### src/rtl/sillyvector_recorder_if.sv
// sillyvector_recorder_if: control, capture and read-back bundle
// master drives requests and vectors; slave is the recorder
interface sillyvector_recorder_if #(
  parameter int VW = 4,
  parameter int AW = 4
);
  logic          start;
  logic          stop;
  logic          in_valid;
  logic [VW-1:0] in_vec;
  logic          rd_req;
  logic [AW-1:0] rd_addr;
  logic [VW-1:0] rd_data;
  logic          rd_valid;
  logic          busy;
  logic          done;
  logic [AW:0]   count;
  logic          overflow;

  modport master (
    output start, stop, in_valid, in_vec,
    output rd_req, rd_addr,
    input  rd_data, rd_valid,
    input  busy, done, count, overflow
  );

  modport slave (
    input  start, stop, in_valid, in_vec,
    input  rd_req, rd_addr,
    output rd_data, rd_valid,
    output busy, done, count, overflow
  );
endinterface

### src/rtl/sillyvector_recorder.sv
// sillyvector_recorder: captures {inputs,expected} words into a table
// closed by a terminator word; optional RECORDER_DEDUP_EN drops repeats
module sillyvector_recorder #(
  parameter int            VW    = 4,
  parameter int            DEPTH = 11,
  parameter int            AW    = 4,
  parameter logic [VW-1:0] TERM  = 4'b1110
) (
  input logic                  clk,
  input logic                  reset,
  sillyvector_recorder_if.slave bus
);

  typedef enum logic [1:0] {
    S_IDLE,
    S_REC,
    S_TERM,
    S_DONE
  } state_e;

  localparam logic [AW:0] CMAX   = (AW+1)'(DEPTH - 1);
  localparam logic [AW:0] DEPTHW = (AW+1)'(DEPTH);

  state_e        state_q, state_d;
  logic [AW-1:0] wr_ptr_q, wr_ptr_d;
  logic [AW:0]   count_q, count_d;
  logic          overflow_q, overflow_d;
  logic          rd_valid_q, rd_valid_d;
  logic [VW-1:0] rd_data_q, rd_data_d;

  logic          we;
  logic [AW-1:0] waddr;
  logic [VW-1:0] wdata;
  logic          dup;

  logic [VW-1:0] mem_q [DEPTH];

`ifdef RECORDER_DEDUP_EN
  logic [VW-1:0] last_q, last_d;
  logic          have_q, have_d;

  // track the last accepted vector; start forgets it
  always_comb begin
    last_d = last_q;
    have_d = have_q;
    if ((state_q == S_IDLE || state_q == S_DONE)
        && bus.start) begin
      have_d = 1'b0;
    end else if (state_q == S_REC && bus.in_valid
                 && !dup && count_q < CMAX) begin
      last_d = bus.in_vec;
      have_d = 1'b1;
    end
  end

  // dedup history registers
  always_ff @(posedge clk) begin
    if (!reset) begin
      last_q <= '0;
      have_q <= 1'b0;
    end else begin
      last_q <= last_d;
      have_q <= have_d;
    end
  end

  assign dup = have_q && (bus.in_vec == last_q);
`else
  assign dup = 1'b0;
`endif

  // recorder FSM: capture, overflow, terminator write
  always_comb begin
    state_d    = state_q;
    wr_ptr_d   = wr_ptr_q;
    count_d    = count_q;
    overflow_d = overflow_q;
    we         = 1'b0;
    waddr      = wr_ptr_q;
    wdata      = bus.in_vec;
    unique case (state_q)
      S_IDLE, S_DONE: begin
        if (bus.start) begin
          state_d    = S_REC;
          wr_ptr_d   = '0;
          count_d    = '0;
          overflow_d = 1'b0;
        end
      end
      S_REC: begin
        if (bus.in_valid && !dup) begin
          if (count_q < CMAX) begin
            we       = 1'b1;
            wr_ptr_d = wr_ptr_q + AW'(1);
            count_d  = count_q + (AW+1)'(1);
          end else begin
            overflow_d = 1'b1;
            state_d    = S_TERM;
          end
        end
        if (bus.stop) begin
          state_d = S_TERM;
        end
      end
      S_TERM: begin
        we      = 1'b1;
        wdata   = TERM;
        state_d = S_DONE;
      end
      default: state_d = S_IDLE;
    endcase
  end

  // registered read port; out-of-range reads give zero
  always_comb begin
    rd_valid_d = bus.rd_req;
    rd_data_d  = rd_data_q;
    if (bus.rd_req) begin
      if ({1'b0, bus.rd_addr} < DEPTHW) begin
        rd_data_d = mem_q[bus.rd_addr];
      end else begin
        rd_data_d = '0;
      end
    end
  end

  // control and read-port state registers
  always_ff @(posedge clk) begin
    if (!reset) begin
      state_q    <= S_IDLE;
      wr_ptr_q   <= '0;
      count_q    <= '0;
      overflow_q <= 1'b0;
      rd_valid_q <= 1'b0;
      rd_data_q  <= '0;
    end else begin
      state_q    <= state_d;
      wr_ptr_q   <= wr_ptr_d;
      count_q    <= count_d;
      overflow_q <= overflow_d;
      rd_valid_q <= rd_valid_d;
      rd_data_q  <= rd_data_d;
    end
  end

  // table storage; never cleared, writes held off in reset
  always_ff @(posedge clk) begin
    if (reset && we) begin
      mem_q[waddr] <= wdata;
    end
  end

  assign bus.busy     = (state_q == S_REC) ||
                        (state_q == S_TERM);
  assign bus.done     = (state_q == S_DONE);
  assign bus.count    = count_q;
  assign bus.overflow = overflow_q;
  assign bus.rd_valid = rd_valid_q;
  assign bus.rd_data  = rd_data_q;

endmodule

### src/flat_wrapper.sv
// flat-port wrapper written by rule: the top's interface ports become plain ports
module sillyvector_recorder_flat 
#(
  parameter int            VW    = 4,
  parameter int            DEPTH = 11,
  parameter int            AW    = 4,
  parameter logic [VW-1:0] TERM  = 4'b1110
)
  (clk, reset, bus_start, bus_stop, bus_in_valid, bus_in_vec, bus_rd_req, bus_rd_addr, bus_rd_data, bus_rd_valid, bus_busy, bus_done, bus_count, bus_overflow);
  sillyvector_recorder_if #(.VW(VW), .AW(AW)) bus_i ();
  input logic clk;
  input logic reset;
  input wire logic [$bits(bus_i.start)-1:0] bus_start;
  input wire logic [$bits(bus_i.stop)-1:0] bus_stop;
  input wire logic [$bits(bus_i.in_valid)-1:0] bus_in_valid;
  input wire logic [$bits(bus_i.in_vec)-1:0] bus_in_vec;
  input wire logic [$bits(bus_i.rd_req)-1:0] bus_rd_req;
  input wire logic [$bits(bus_i.rd_addr)-1:0] bus_rd_addr;
  output wire logic [$bits(bus_i.rd_data)-1:0] bus_rd_data;
  output wire logic [$bits(bus_i.rd_valid)-1:0] bus_rd_valid;
  output wire logic [$bits(bus_i.busy)-1:0] bus_busy;
  output wire logic [$bits(bus_i.done)-1:0] bus_done;
  output wire logic [$bits(bus_i.count)-1:0] bus_count;
  output wire logic [$bits(bus_i.overflow)-1:0] bus_overflow;
  assign bus_i.start = bus_start;
  assign bus_i.stop = bus_stop;
  assign bus_i.in_valid = bus_in_valid;
  assign bus_i.in_vec = bus_in_vec;
  assign bus_i.rd_req = bus_rd_req;
  assign bus_i.rd_addr = bus_rd_addr;
  assign bus_rd_data = bus_i.rd_data;
  assign bus_rd_valid = bus_i.rd_valid;
  assign bus_busy = bus_i.busy;
  assign bus_done = bus_i.done;
  assign bus_count = bus_i.count;
  assign bus_overflow = bus_i.overflow;
  sillyvector_recorder #(.VW(VW), .DEPTH(DEPTH), .AW(AW), .TERM(TERM)) u_core (.clk(clk), .reset(reset), .bus(bus_i));
endmodule
### config.mk
export PLATFORM = sky130hd
export DESIGN_NAME = sillyvector_recorder_flat
export DESIGN_NICKNAME = d
export VERILOG_FILES = /design/src/rtl/sillyvector_recorder_if.sv /design/src/rtl/sillyvector_recorder.sv /design/src/flat_wrapper.sv
export SDC_FILE = /design/constraint.sdc
export NUM_CORES = 1
export LEC_CHECK = 0
export BUFFER_PORTS_ARGS = -buffer_cell sky130_fd_sc_hd__buf_2
export CAP_MARGIN = 20
export CORE_MARGIN = 2
export CORE_UTILIZATION = 44
export CTS_CLUSTER_SIZE = 40
export DETAILED_ROUTE_END_ITERATION = 7
export GPL_ROUTABILITY_DRIVEN = 0
export GPL_TIMING_DRIVEN = 0
export HOLD_SLACK_MARGIN = 0.15
export SYNTH_ARGS = -nofsm -noshare
export SYNTH_HDL_FRONTEND = slang
export SYNTH_SLANG_ARGS = --single-unit
export TNS_END_PERCENT = 5
### constraint.sdc
create_clock -name clk -period 2.5 [get_ports clk]
set_clock_uncertainty 0.05 [all_clocks]
set_input_delay 0.25 -clock clk [delete_from_list [all_inputs] [get_ports clk]]
set_output_delay 0.25 -clock clk [all_outputs]
set_load 0.01 [all_outputs]
# ---- Yosys cells after proc, flatten, opt, wreduce, memory -nomap -nowiden
# Memories as Yosys holds them, arrays and structs flattened.
# Cells that the tools add are included.
dict set report word_totals {
  regBits 17
  memories 1
  ram_bits 44
  in_bits 14
}
# memory depth word_bits read_ports rd_clocked_by_memory_dff write_ports line
set memory_table {}
lappend memory_table {u_core.mem_q 11 4 1 0 1 sillyvector_recorder.sv:36} ;# logic [VW-1:0] mem_q [DEPTH];
dict set report classes {
  add_sub_neg 2
  eq_ne 9
  muxes 24
  reduce_logical 8
  order_cmp 2
}
# op n
set ops {}
lappend ops {{2-to-1 mux 4 bit} 5}
lappend ops {{2-to-1 mux 5 bit} 3}
lappend ops {{case mux 5 bit (2 select lines)} 1}
lappend ops {{2-to-1 mux 2 bit} 4}
lappend ops {{case mux 4 bit (2 select lines)} 1}
lappend ops {{AND reduction 4 bit} 2}
lappend ops {{2-to-1 mux 1 bit} 7}
lappend ops {{inequality test 2 bit, second input constant} 3}
lappend ops {{inequality test 3 bit, second input constant} 2}
lappend ops {{case mux 2 bit (3 select lines)} 1}
lappend ops {{adder 5 x 1 -> 5 bit, second input constant} 1}
lappend ops {{less-than comparator 5 x 4 -> 1 bit, second input constant} 1}
lappend ops {{adder 4 x 1 -> 4 bit, second input constant} 1}
lappend ops {{== test 2 bit, second input constant} 2}
lappend ops {{less-than comparator 4 bit, second input constant} 1}
lappend ops {{case mux 1 bit (2 select lines)} 2}
lappend ops {{AND reduction 3 bit} 1}
lappend ops {{== test 2 x 1 -> 1 bit, second input constant} 1}
lappend ops {{zero test 2 bit} 1}
lappend ops {{inequality test 2 x 1 -> 1 bit, second input constant} 1}
lappend ops {{nonzero test 2 bit} 1}
lappend ops {{OR reduction 2 bit} 1}
lappend ops {{logical AND 1 bit} 1}
lappend ops {{logical OR 1 bit} 1}

# ---- Depth between registers and ports, before layout
dict set report logic_depth {
  word_depth 7
  mapped_depth 7
  mapped_depth_nobuf 6
}

# ---- Worst setup path before layout
# No wires, ideal clock.
dict set report synth_timing {
  path_kind {register -> register}
  from {register u_core.state_q[0]}
  to {memory u_core.mem_q[8][0] (enable)}
  arrival_time_ps 1689
  stages_incl_launch_ff 7
  slack_ps 382
  path_buffers 1
  path_cell_list {dfxtp_1 > ha_1 > nand3b_1 > nor2_1 > o21ai_0 > clkbuf_1 > nor4b_1}
}
dict set report synth_via {
  elab_chain_len 5
}
# item line
set synth_lines {}
lappend synth_lines {{start, declared} sillyvector_recorder.sv:24} ;# state_e state_q, state_d;
lappend synth_lines {{start signal, assigned} sillyvector_recorder.sv:137} ;# state_q <= state_d;
lappend synth_lines {{== test 2 bit or == test 2 x 1 -> 1 bit (tied branches)} sillyvector_recorder.sv:81} ;# unique case (state_q)
lappend synth_lines {{case mux 1 bit (2 select lines) (*)} sillyvector_recorder.sv:81}
lappend synth_lines {{logical AND 1 bit (*)} sillyvector_recorder.sv:148} ;# if (reset && we) begin
lappend synth_lines {{2-to-1 mux 1 bit (*)} sillyvector_recorder.sv:148}
lappend synth_lines {{2-to-1 mux 1 bit (implied by the code) (*)} sillyvector_recorder.sv:149} ;# mem_q[waddr] <= wdata;
lappend synth_lines {{end, declared} sillyvector_recorder.sv:36}
# Every way passes the cells marked *; elsewhere a longest branch is shown, timed or not.

# ---- Final worst setup path
dict set report layout_timing {
  from {register u_core.state_q[0]}
  to {memory u_core.mem_q[2][2] (enable)}
}
# Same word-level chain as after synthesis.

==> impl_metrics.env <==
export IMPL_drc_errors=0
export IMPL_h_tree_depth=3
export IMPL_clock_power_share_pct=29.7
export IMPL_hp_class="in -> reg"
export IMPL_worst_setup_path_end_kind="flip-flop"
export IMPL_routed_wl_um=4980
export IMPL_p_sw_mw=0.766
export IMPL_io_buffer_count=24
export IMPL_period_needed_ns=2.36
export IMPL_rr_endpoint="u_core.mem_q[2][2]"
export IMPL_vias=1712
export IMPL_ant_nets=0
export IMPL_grt_max_degree=12
export IMPL_synth_area_mux_share_pct=7.53
export IMPL_antenna_cells=0
export IMPL_timing_hold_ws_ns=0.171
export IMPL_worstPathRequired_ns=2.41
export IMPL_final_hold_viol_count=0
export IMPL_start_kind="flip-flop"
export IMPL_rows=28
export IMPL_r2r_start="u_core.state_q[0]"
export IMPL_max_cap_violations=0
export IMPL_p_seq_share_pct=47.8
export IMPL_placed_cell_area_mm2=0.00287
export IMPL_finalCritPeriodShare_pct=94.4
export IMPL_yosys_area_share_xor_xnor_pct=0
export IMPL_ys_ff_latch=61
export IMPL_combPwrFrac_pct=22.6
export IMPL_synth_top_family_by_area="simple AND/OR/NAND/NOR gates"
export IMPL_die_x_um=81.7
export IMPL_cp_endpoint="u_core.mem_q[2][2]"
export IMPL_synth_simple_area_share_pct=12.1
export IMPL_ys_seq_area_share_pct=62.5
export IMPL_dp_hpwl_um=3590
export IMPL_startpoint="u_core.state_q[0]"
export IMPL_final_max_slew_viol_count=0
export IMPL_max_freq_mhz=424
export IMPL_max_slew_margin_pct=51.2
export IMPL_track_usage_pct=17.2
export IMPL_fin_nets=273
export IMPL_fin_area_mm2=0.00310
export IMPL_rsz0062_at_grt="true"
export IMPL_power_density_mw_per_mm2=819
export IMPL_crit_type="reg -> reg"
export IMPL_start_util_pct=45.2
export IMPL_synth_distinct_cells=32
export IMPL_dr_first_iter_drc_count=68
export IMPL_clk_pin_slew_ns=0.06
export IMPL_cts_root_buf="clkbuf_8"
export IMPL_cts_tree="done"
export IMPL_post_drt_via_cell_ratio=5.19
export IMPL_p_leak_nw=1.14
export IMPL_pin_count=27
export IMPL_dieHeight_um=81.7
export IMPL_reg2reg_depth=6
export IMPL_synthAdderAreaFrac_pct=4.24
export IMPL_setup_viol=0
export IMPL_swShare_pct=30.2
export IMPL_clkLatencyLatePin_ns=0.33
export IMPL_area_growth_pct=16.5
export IMPL_status="complete, no violations"
export IMPL_firstDrtPassIters=4
export IMPL_cp_max_fo=10
export IMPL_yosysWarnings=0
export IMPL_worstMarginPinSlew_ns=0.730
export IMPL_cts_sinks=61
export IMPL_wl_per_cell_um=15.1
export IMPL_r2r_setup_slack_ns=0.14
export IMPL_intPower_mw=1.77
export IMPL_synth_compound_gate_area_share_pct=11.0
export IMPL_syn_num_nets=236
export IMPL_grt_overflow_total=0
export IMPL_ir_worst_vdd_mv=0.510
export IMPL_cts_buffer_depth=2
export IMPL_n_fill_cell=536
export IMPL_numCtsBuffers=9
export IMPL_die_area_mm2=0.00668
export IMPL_avgSynthCellArea_um2=12.5
export IMPL_synthCells=213
export IMPL_fin_util_pct=52.6
export IMPL_core_area_mm2=0.00589
export IMPL_grt_pass1_wl_um=8210
export IMPL_critPathArrivalTime_ns=2.27
export IMPL_syn_cell_area_mm2=0.00266
export IMPL_drive_gt1_share_pct=21.6
export IMPL_grt_pass1_vias=1640
export IMPL_fin_tns_setup_ns=0
export IMPL_antenna_found_initial=0
## sequential cells by signal, indices dropped and copies added (netlist names)
register / cells
u_core.mem_q: 44
u_core.bus.count: 5
u_core.bus.rd_data: 4
u_core.waddr: 4
u_core.state_q: 2
u_core.bus.overflow: 1
u_core.bus.rd_valid: 1
## power by group through the flow
stage          combinational (mW)  clock [mW]  sequential, mW
6_report                    0.572       0.752            1.21
5_1_grt                     0.651       0.818            1.22
4_1_cts                     0.572       0.770            1.21
3_5_place_dp                0.560           0            1.23
3_3_place_gp                0.553           0            1.23
2_1_floorplan               0.389           0            1.23
## repair_timing
item | in CTS | in global routing
endpoints found under the hold margin | 1 | 0
hold buffers | 1 | 0
setup buffers | 0 | 0
gates resized for setup | 4 | 2
endpoints found under the setup margin | 12 | 36
## worst min path at each step
stage                              startpoint                  end  slack, ns  cells after the start
after floorplan                         reset    u_core.state_q[0]       0.32                      1
after global placement    u_core.bus.overflow  u_core.bus.overflow       0.39                      2
after detailed placement  u_core.bus.overflow  u_core.bus.overflow       0.40                      2
after CTS                               reset    u_core.state_q[0]       0.16                      2
after global routing                    reset    u_core.state_q[0]       0.17                      2
final                                   reset    u_core.state_q[0]       0.17                      2
## worst max-delay path, cell delays in order, from the launching register on
cell,delay (ns)
dfxtp_1,0.40
ha_1,0.27
nand3b_1,0.15
nor2_1,0.11
o21ai_0,0.12
clkbuf_1,0.28
nor4_2,0.61
## placed cells by master (no fill, tap or decap)
master	n
nand2b_1	5
edfxtp_1	44
clkbuf_1	7
inv_1	7
nor2_1	6
o211ai_1	4
or3_1	4
nand4_1	1
clkinv_1	1
nand3_1	4
o21ai_0	13
o21a_1	4
o22ai_1	9
a21boi_0	1
clkinv_2	2
nor4_2	4
nor3_1	7
a21oi_1	12
dlygate4sd3_1	1
o2111ai_1	1
a2bb2oi_1	1
dfxtp_1	17
nor4b_1	1
nor4b_2	2
or2_2	5
clkbuf_8	11
and2_1	2
mux2i_1	20
nand4b_1	1
nand3b_1	1
buf_2	30
nor2b_1	4
ha_1	9
o211a_1	1
nand2_1	12
a2111oi_2	1
## stage by stage
stage          setup WS (ns)  instances  power (mW)
3_3_place_gp         -0.0883        312        1.78
6_report               0.141        330        2.53
5_1_grt               -0.100        330        2.69
3_5_place_dp          -0.136        312        1.79
2_1_floorplan          0.382        213        1.62
4_1_cts              -0.0111        329        2.55
## cells in the mapped netlist, drive strengths merged
cell	n	share of area (%)
nand4	1	0.24
clkinv	1	0.14
or3	4	0.94
o211ai	4	1.1
and2	2	0.47
nor4b	3	0.99
buf	5	0.94
a2bb2oi	1	0.33
nor4	4	0.94
o21a	4	1.1
nor2	6	0.85
o22ai	9	2.1
a21oi	12	2.3
nand2	12	1.7
mux2i	20	7.5
o2111ai	1	0.33
a2111oi	1	0.56
nor3	7	1.3
nor2b	4	0.94
inv	7	0.99
ha	9	4.2
or2	5	1.2
clkbuf	4	0.56
edfxtp	44	50
nand4b	1	0.33
nand3b	1	0.28
nand2b	5	1.2
dfxtp	17	13
a21boi	1	0.28
o21ai	13	2.4
nand3	4	0.75
o211a	1	0.38
## kinds of logic after synthesis
logic type                 Yosys count
AOI/OAI and AO/OA                   47
DFF                                 61
and+or+nand+nor                     59
adders and majority gates            9
buffers and inverters               17
muxes                               20
## layout make-up
cell class	instances	area, um2	share of cell area (%)
flip-flops and latches	61	1660	53.7
inverters	8	30.0	0.970
multi-input cells	135	963	31.1
well taps	75	93.8	3.03
plain buffers	9	40.0	1.29
clock buffers	14	163	5.25
repair buffers	26	135	4.36
clock inverters	2	10.0	0.323
## layer usage
| metal | vias up | part of all wire (%) | global-route usage (%) |
|---|---|---|---|
| li1 | 874 | - | - |
| met1 | 791 | 43 | 20.9 |
| met2 | 40 | 49 | 28.0 |
| met3 | 7 | 6.2 | 6.81 |
| met4 | 0 | 1.6 | 5.50 |
| met5 | - | 0 | 0 |
No activity file was read; power rests on OpenSTA's default activity.
